$ cat config.mk
export PLATFORM = sky130hd
export DESIGN_NAME = jtppi_fifo
export DESIGN_NICKNAME = d
export VERILOG_FILES = /design/src/rtl/jtppi_fifo.sv
export SDC_FILE = /design/constraint.sdc
export NUM_CORES = 1
export LEC_CHECK = 0
export CORE_MARGIN = 1.5
export CORE_UTILIZATION = 40
export DETAILED_ROUTE_END_ITERATION = 12
export SYNTH_ARGS = -nofsm -noshare
export SYNTH_HDL_FRONTEND = slang
export SYNTH_SLANG_ARGS = --single-unit
$ cat constraint.sdc
create_clock -name clk -period 2.95 [get_ports clk]
set_input_delay 0.59 -clock clk [delete_from_list [all_inputs] [get_ports clk]]
set_output_delay 0.59 -clock clk [all_outputs]
set_load 0.05 [all_outputs]
$ cat src/rtl/jtppi_fifo.sv
// NPORT-port parallel peripheral interface with per-port mode select and a
// DEPTH-entry FIFO behind the strobed input/output handshakes.
module jtppi_fifo #(
  parameter int NPORT = 4,
  parameter int W     = 8,
  parameter int DEPTH = 4
) (
  input  logic                       clk,
  input  logic                       rst,
  input  logic [$clog2(NPORT)+1:0]   addr,
  input  logic [W-1:0]               din,
  output logic [W-1:0]               dout,
  input  logic                       rdn,
  input  logic                       wrn,
  input  logic                       csn,
  input  logic [NPORT*W-1:0]         port_din,
  output logic [NPORT*W-1:0]         port_dout,
  output logic [NPORT-1:0]           port_oe,
  input  logic [NPORT-1:0]           hs_in,
  output logic [NPORT-1:0]           hs_out,
  output logic                       irq
);

  localparam int PW = $clog2(NPORT);
  localparam int AW = PW + 2;
  localparam int DW = $clog2(DEPTH);
  localparam int CW = DW + 1;

  localparam logic [1:0] MODE_IN   = 2'd0;
  localparam logic [1:0] MODE_OUT  = 2'd1;
  localparam logic [1:0] MODE_SIN  = 2'd2;
  localparam logic [1:0] MODE_SOUT = 2'd3;

  logic          rd, wr, rd_q, wr_q, commit;
  logic [AW-1:0] rd_addr, wr_addr;
  logic [W-1:0]  wr_data;
  logic [2:0]    wd3;

  logic [1:0]    mode  [NPORT];
  logic [W-1:0]  latch [NPORT];
  logic [DW-1:0] rp    [NPORT];
  logic [DW-1:0] wp    [NPORT];
  logic [CW-1:0] cnt   [NPORT];
  logic [W-1:0]  mem   [NPORT][DEPTH];
  logic [NPORT-1:0] ie, ovf, hs_q;

  logic [NPORT-1:0] nonempty, full, ctl_wr, dat_wr, sts_wr;
  logic [NPORT-1:0] push, pop, ovf_set, hs_rise, pend;
  logic [W-1:0]     push_data [NPORT];
  logic [W-1:0]     head      [NPORT];

  logic [PW-1:0] rd_port;
  logic [7:0]    status8;
  logic [W-1:0]  rd_val;

  assign rd     = !rdn && !csn;
  assign wr     = !wrn && !csn;
  assign commit = wr_q && !wr;
  assign wd3    = 3'(wr_data);

  // Bus capture: writes commit on the trailing edge with the values held
  // during the strobe, and the read address is kept for the trailing-edge pop.
  always_ff @(posedge clk) begin
    if (rst) begin
      rd_q    <= 1'b0;
      wr_q    <= 1'b0;
      rd_addr <= '0;
      wr_addr <= '0;
      wr_data <= '0;
      dout    <= '1;
    end else begin
      rd_q <= rd;
      wr_q <= wr;
      if (wr) begin
        wr_addr <= addr;
        wr_data <= din;
      end
      if (rd) begin
        rd_addr <= addr;
        dout    <= rd_val;
      end
    end
  end

  // Per-port request decode: who pushes, who pops, and what gets dropped.
  always_comb begin
    for (int p = 0; p < NPORT; p++) begin
      nonempty[p]  = cnt[p] != '0;
      full[p]      = cnt[p] == CW'(DEPTH);
      head[p]      = mem[p][rp[p]];
      hs_rise[p]   = hs_in[p] && !hs_q[p];
      ctl_wr[p]    = commit && wr_addr[AW-1:2] == PW'(p) && wr_addr[1:0] == 2'd1;
      dat_wr[p]    = commit && wr_addr[AW-1:2] == PW'(p) && wr_addr[1:0] == 2'd0;
      sts_wr[p]    = commit && wr_addr[AW-1:2] == PW'(p) && wr_addr[1:0] == 2'd2;
      push[p]      = 1'b0;
      pop[p]       = 1'b0;
      ovf_set[p]   = 1'b0;
      push_data[p] = port_din[p*W +: W];
      pend[p]      = ie[p] && ((mode[p] == MODE_SIN && nonempty[p]) ||
                               (mode[p] == MODE_SOUT && !full[p]));
      if (!ctl_wr[p]) begin
        if (mode[p] == MODE_SIN) begin
          push[p]    = hs_rise[p] && !full[p];
          ovf_set[p] = hs_rise[p] && full[p];
          pop[p]     = rd_q && !rd && rd_addr[AW-1:2] == PW'(p) &&
                       rd_addr[1:0] == 2'd0 && nonempty[p];
        end else if (mode[p] == MODE_SOUT) begin
          push_data[p] = wr_data;
          push[p]      = dat_wr[p] && !full[p];
          ovf_set[p]   = dat_wr[p] && full[p];
          pop[p]       = hs_rise[p] && nonempty[p];
        end
      end
    end
  end

  // Port state; a control write reinitialises the port ahead of everything else.
  always_ff @(posedge clk) begin
    if (rst) begin
      ie     <= '0;
      ovf    <= '0;
      hs_q   <= '0;
      hs_out <= '0;
      irq    <= 1'b0;
      for (int p = 0; p < NPORT; p++) begin
        mode[p]  <= MODE_IN;
        latch[p] <= '0;
        rp[p]    <= '0;
        wp[p]    <= '0;
        cnt[p]   <= '0;
      end
    end else begin
      hs_q <= hs_in;
      irq  <= |pend;
      for (int p = 0; p < NPORT; p++) begin
        if (ctl_wr[p]) begin
          mode[p]   <= wd3[1:0];
          ie[p]     <= wd3[2];
          ovf[p]    <= 1'b0;
          latch[p]  <= '0;
          rp[p]     <= '0;
          wp[p]     <= '0;
          cnt[p]    <= '0;
          hs_out[p] <= 1'b0;
        end else begin
          hs_out[p] <= mode[p][1] && nonempty[p];
          if (push[p]) wp[p] <= wp[p] + 1'b1;
          if (pop[p])  rp[p] <= rp[p] + 1'b1;
          cnt[p] <= cnt[p] + CW'(push[p]) - CW'(pop[p]);
          if (ovf_set[p])
            ovf[p] <= 1'b1;
          else if (sts_wr[p] && wd3[2])
            ovf[p] <= 1'b0;
          if ((dat_wr[p] && mode[p] == MODE_OUT) ||
              (push[p] && mode[p] == MODE_SOUT))
            latch[p] <= wr_data;
        end
      end
    end
  end

  always_ff @(posedge clk) begin
    for (int p = 0; p < NPORT; p++) begin
      if (push[p]) mem[p][wp[p]] <= push_data[p];
    end
  end

  // CPU read mux; dout registers this only while the read strobe is active.
  always_comb begin
    rd_port = addr[AW-1:2];
    status8 = {4'(cnt[rd_port]), hs_in[rd_port], ovf[rd_port],
               full[rd_port], nonempty[rd_port]};
    rd_val  = '1;
    case (addr[1:0])
      2'd0: begin
        case (mode[rd_port])
          MODE_IN:  rd_val = port_din[rd_port*W +: W];
          MODE_SIN: rd_val = nonempty[rd_port] ? head[rd_port] : '1;
          default:  rd_val = latch[rd_port];
        endcase
      end
      2'd1:    rd_val = W'({5'b0, ie[rd_port], mode[rd_port]});
      2'd2:    rd_val = W'(status8);
      default: rd_val = W'(pend);
    endcase
  end

  always_comb begin
    port_dout = '0;
    port_oe   = '0;
    for (int p = 0; p < NPORT; p++) begin
      port_oe[p] = mode[p][0];
      if (mode[p] == MODE_OUT)
        port_dout[p*W +: W] = latch[p];
      else if (mode[p] == MODE_SOUT && nonempty[p])
        port_dout[p*W +: W] = head[p];
    end
  end

endmodule

==> impl_summary.txt <==
----------------------------------------------------
[Setup path]
  Gate family responsible for the most delay along the worst path ... simple AND/OR/NAND/NOR gates
  Required arrival time at the worst endpoint ... 2360 ps
  Slowest-stage cell, CP ... edfxtp_1
  Ordered cell list for the critical path ... or3_1 -> and3_1 -> a22o_1 -> buf_4
  Number of buffer and inverter instances along the worst setup path ... 1
  Data arrival, critical path ... 2270 ps
  Crit-path max cell delay ... 470 ps
  Sort of element at the start of the critical path ... flop
  CP Capture Type ... output pin
  Kind of critical path ... flop to output pin
  Crit Path Max Fanout ... 8

[Timing]
  Peak clock frequency supported by timing ... 0.350 GHz
  RSZ-0062 raised after global routing ... true
  Minimum clock period ... 2860 ps
  Setup Skew ... 12.6 ps
  Ratio of final minimum period to clock period ... 0.969
  Worst slew margin relative to its limit ... 0.568
  Count of endpoints failing setup in the final report ... 0
  Final-report max-slew violation count ... 0
  Tightest Pin Transition ... 646 ps
  Endpoints failing hold ... 0

[Synth]
  Count of unique library cells instantiated by Yosys ... 65
  Number of instances in the synthesized netlist ... 891
  Leading cell types by total area after synthesis ... edfxtp_1 50%, mux4_2 8.9%, dfxtp_1 7.2%
  Share of the synthesized area in the top cell type ... 0.495
  Main flop type after synthesis ... edfxtp_1
  Flops & latches, synth ... 239
  Library cell occupying the most area in the post-synthesis netlist ... edfxtp_1
  Async S/R FF share, synth ... 0
  Mean instance size in the synthesized netlist ... 13.3 um^2
  Synth Cell Area ... 11900 um^2
  Sequential-to-total area share from yosys stat ... 0.568
  YS warnings ... 0
  Post-synth EDFFs ... 196

[Job]
  Max-cap violations ... 0

[Drt]
  Average wire per cell in the routed design ... 22.9 um
  First-pass DRT Iterations ... 5
  Remaining number of nets flagged by the antenna check after routing ... 0
  Iteration-0 DRC Markers ... 752
  Routed via count ... 8226
  Routed wire length ... 33.7 mm
  Average vias per placed instance ... 5.59
  DRC violations left ... 0

[Power and ir drop]
  Power per standard cell area ... 564 nW/um^2
  Leakage power of the design ... 5.52 nW
  Worst vdd rail ir drop ... 0.379 mV

[Floorplan]
  Die boundary height ... 175 um
  DIE WIDTH ... 175 um
  Boundary pin count ... 102
  Placement Rows ... 62
  Die ar. ... 30800 um^2
  Initial standard-cell utilization of the core ... 0.411
  Placeable Area ... 28900 um^2

[Clocking]
  CTS sink count ... 239
  Number of buffers created by CTS ... 25
  CTS HTree Levels ... 1
  Cts-stage hold buffer count ... 0
  Clock-pin slew reported for the worst setup and hold paths after clock tree synthesis ... 60 ps
  Clock latency at the later pin of the worst-skew pair ... 550 ps
  Buffer type at the clock tree root ... clkbuf_16
  TritonCTS clock tree ... built
  Longest Clk Path Bufs ... 3

[Global routing]
  Most utilized layer in the global route result ... met2
  Antenna violations before repair ... 0
  Met2 Use GR ... 0.365
  Largest net degree at the start of global routing ... 26
  Global route overflow ... 0
  Vias in the first global route ... 8155
  Met3 routing resource usage after global routing ... 0.0268
  Overall track demand over capacity in global routing ... 0.222
  Wire length of the first global-routing pass ... 51.0 mm
  Met1 GRT Util ... 0.315

[Place]
  Routability cong. ... 0.895
  Half-perimeter wire length after detailed placement ... 26.3 mm
  Port Buf Inserts ... 101
  Post-placement cell area ... 14000 um^2

[Finish]
  Post-route standard cell area excluding fillers ... 15000 um^2
  Fill cell instance count of the final layout ... 2476
  Antenna fix cells ... 0
  Core utilization of the finished layout ... 0.518
  Synth-to-layout area growth ... 26.0%
  Nets ... 1149
  Layout cell share with drive strength beyond 1 ... 0.251

[Hold path]
  Hold WC Path Type ... input pin to flop

[Run status]
  Outcome ... finished clean

----------------------------------------------------
flip-flops by register name, indices dropped and copies added, names as in the netlist:
| signal | cells |
|---|---|
| ie | 4 |
| wp | 8 |
| hs_q | 4 |
| rd_q | 1 |
| wr_q | 1 |
| dout | 8 |
| wr_addr | 4 |
| hs_out | 4 |
| mode | 8 |
| mem | 128 |
| rd_addr | 4 |
| irq | 1 |
| ovf | 4 |
| latch | 32 |
| wr_data | 8 |
| rp | 8 |
| cnt | 12 |
worst paths after layout:
path	slack, ps	startpoint	depth (start not counted)	endpoint
worst min register to register	470	rd_addr[1]$_SDFFE_PP0P_	2	rd_addr[1]$_SDFFE_PP0P_
worst max register to register	320	cnt[2][0]$_SDFFCE_PN0P_	12	cnt[2][2]$_SDFFCE_PN0P_
worst min-delay path	440	rst	2	wr_data[5]$_SDFFE_PP0P_
worst max-delay path	90	cnt[1][0]$_SDFFCE_PN0P_	4	port_dout[13]
final cells by class:
cell class	instances	area, um^2	area share
sequential	239	6750	0.450
multi-input combinational	576	4810	0.321
timing repair buffer	195	1860	0.124
clock buffer	33	676	0.0451
tap	384	480	0.0321
clock inverter	13	284	0.0190
inverter	31	116	0.00777
cell usage in the layout (no fill, tap or decap), types with 6 or more instances in the layout:
cell / count
edfxtp_1: 196
buf_4: 107
nand2_1: 72
clkdlybuf4s50_1: 66
nor2_1: 63
and2_1: 50
mux4_2: 47
dfxtp_1: 43
mux2_2: 38
a21oi_1: 36
inv_1: 31
a22o_1: 31
clkbuf_16: 25
ha_1: 24
and3_1: 20
o21ai_0: 19
buf_12: 19
nor3_1: 15
nand3_1: 12
xnor2_1: 12
conb_1: 12
mux4_1: 10
nor2b_1: 8
o2111ai_1: 8
bufinv_16: 8
nand3b_1: 6
nor3b_1: 6
clkbuf_1: 6
cells in the mapped netlist (all sizes together) (3+ instances only):
cell     count
nor2        64
nor3b        6
inv         31
xnor2       12
a21oi       36
fa           4
nand3       14
o41ai        4
a22o        32
nand3b       6
nor2b        9
clkbuf      26
nor4         3
xor2         4
ha          24
o311ai       3
nand2b       5
nand2       73
buf         30
o21ai       24
edfxtp     196
o31ai        3
a31oi        3
nor3        17
mux2i        4
o211ai       3
nand4        5
a211oi       4
a21o         3
or3b         4
dfxtp       43
and2        50
o2111ai      8
mux4        57
and3        21
mux2        38
report_power, final:
group	switching [mW]	total [mW]	internal (mW)
sequential	0.0938	3.84	3.74
clock	1.35	3.67	2.33
combinational	0.528	0.942	0.414
total	1.97	8.45	6.48
logic make-up after synthesis:
family / after synthesis / share of synthesized area
adders and majority gates: 28 / 0.0320
other: 1 / 0.000316
xor gates and xnor gates: 16 / 0.0118
buffers and inverters: 87 / 0.0331
and+or+nand+nor: 286 / 0.124
AOI/OAI and AO/OA: 135 / 0.0803
DFF: 239 / 0.568
muxes: 99 / 0.151
layer usage:
metal  share of wire  wire, um
met5               0         0
met4           0.019       654
met3           0.065      2190
met2            0.47     16000
met1            0.44     14900
through the flow:
stage	cells	TNS (ps)	hold WS, ps	setup WS, ps	power [mW]
after detailed placement	1424	-3680	457	-478	4.84
after global routing	1471	-2.57	437	-1.89	8.70
final	1471	0	436	91.3	8.45
after global placement	1424	-2310	445	-421	4.83
after CTS	1471	0	438	83.2	8.50
after floorplan	902	0	436	31.5	4.43
what timing repair did:
item / 4_1_cts / 5_1_grt
endpoints found under the setup margin: 8 / 3
buffers inserted: 1 / 0
cloned: 0 / 0
resized for setup: 1 / 3
pin swaps: 0 / 1
No activity file was read; power rests on OpenSTA's default activity.
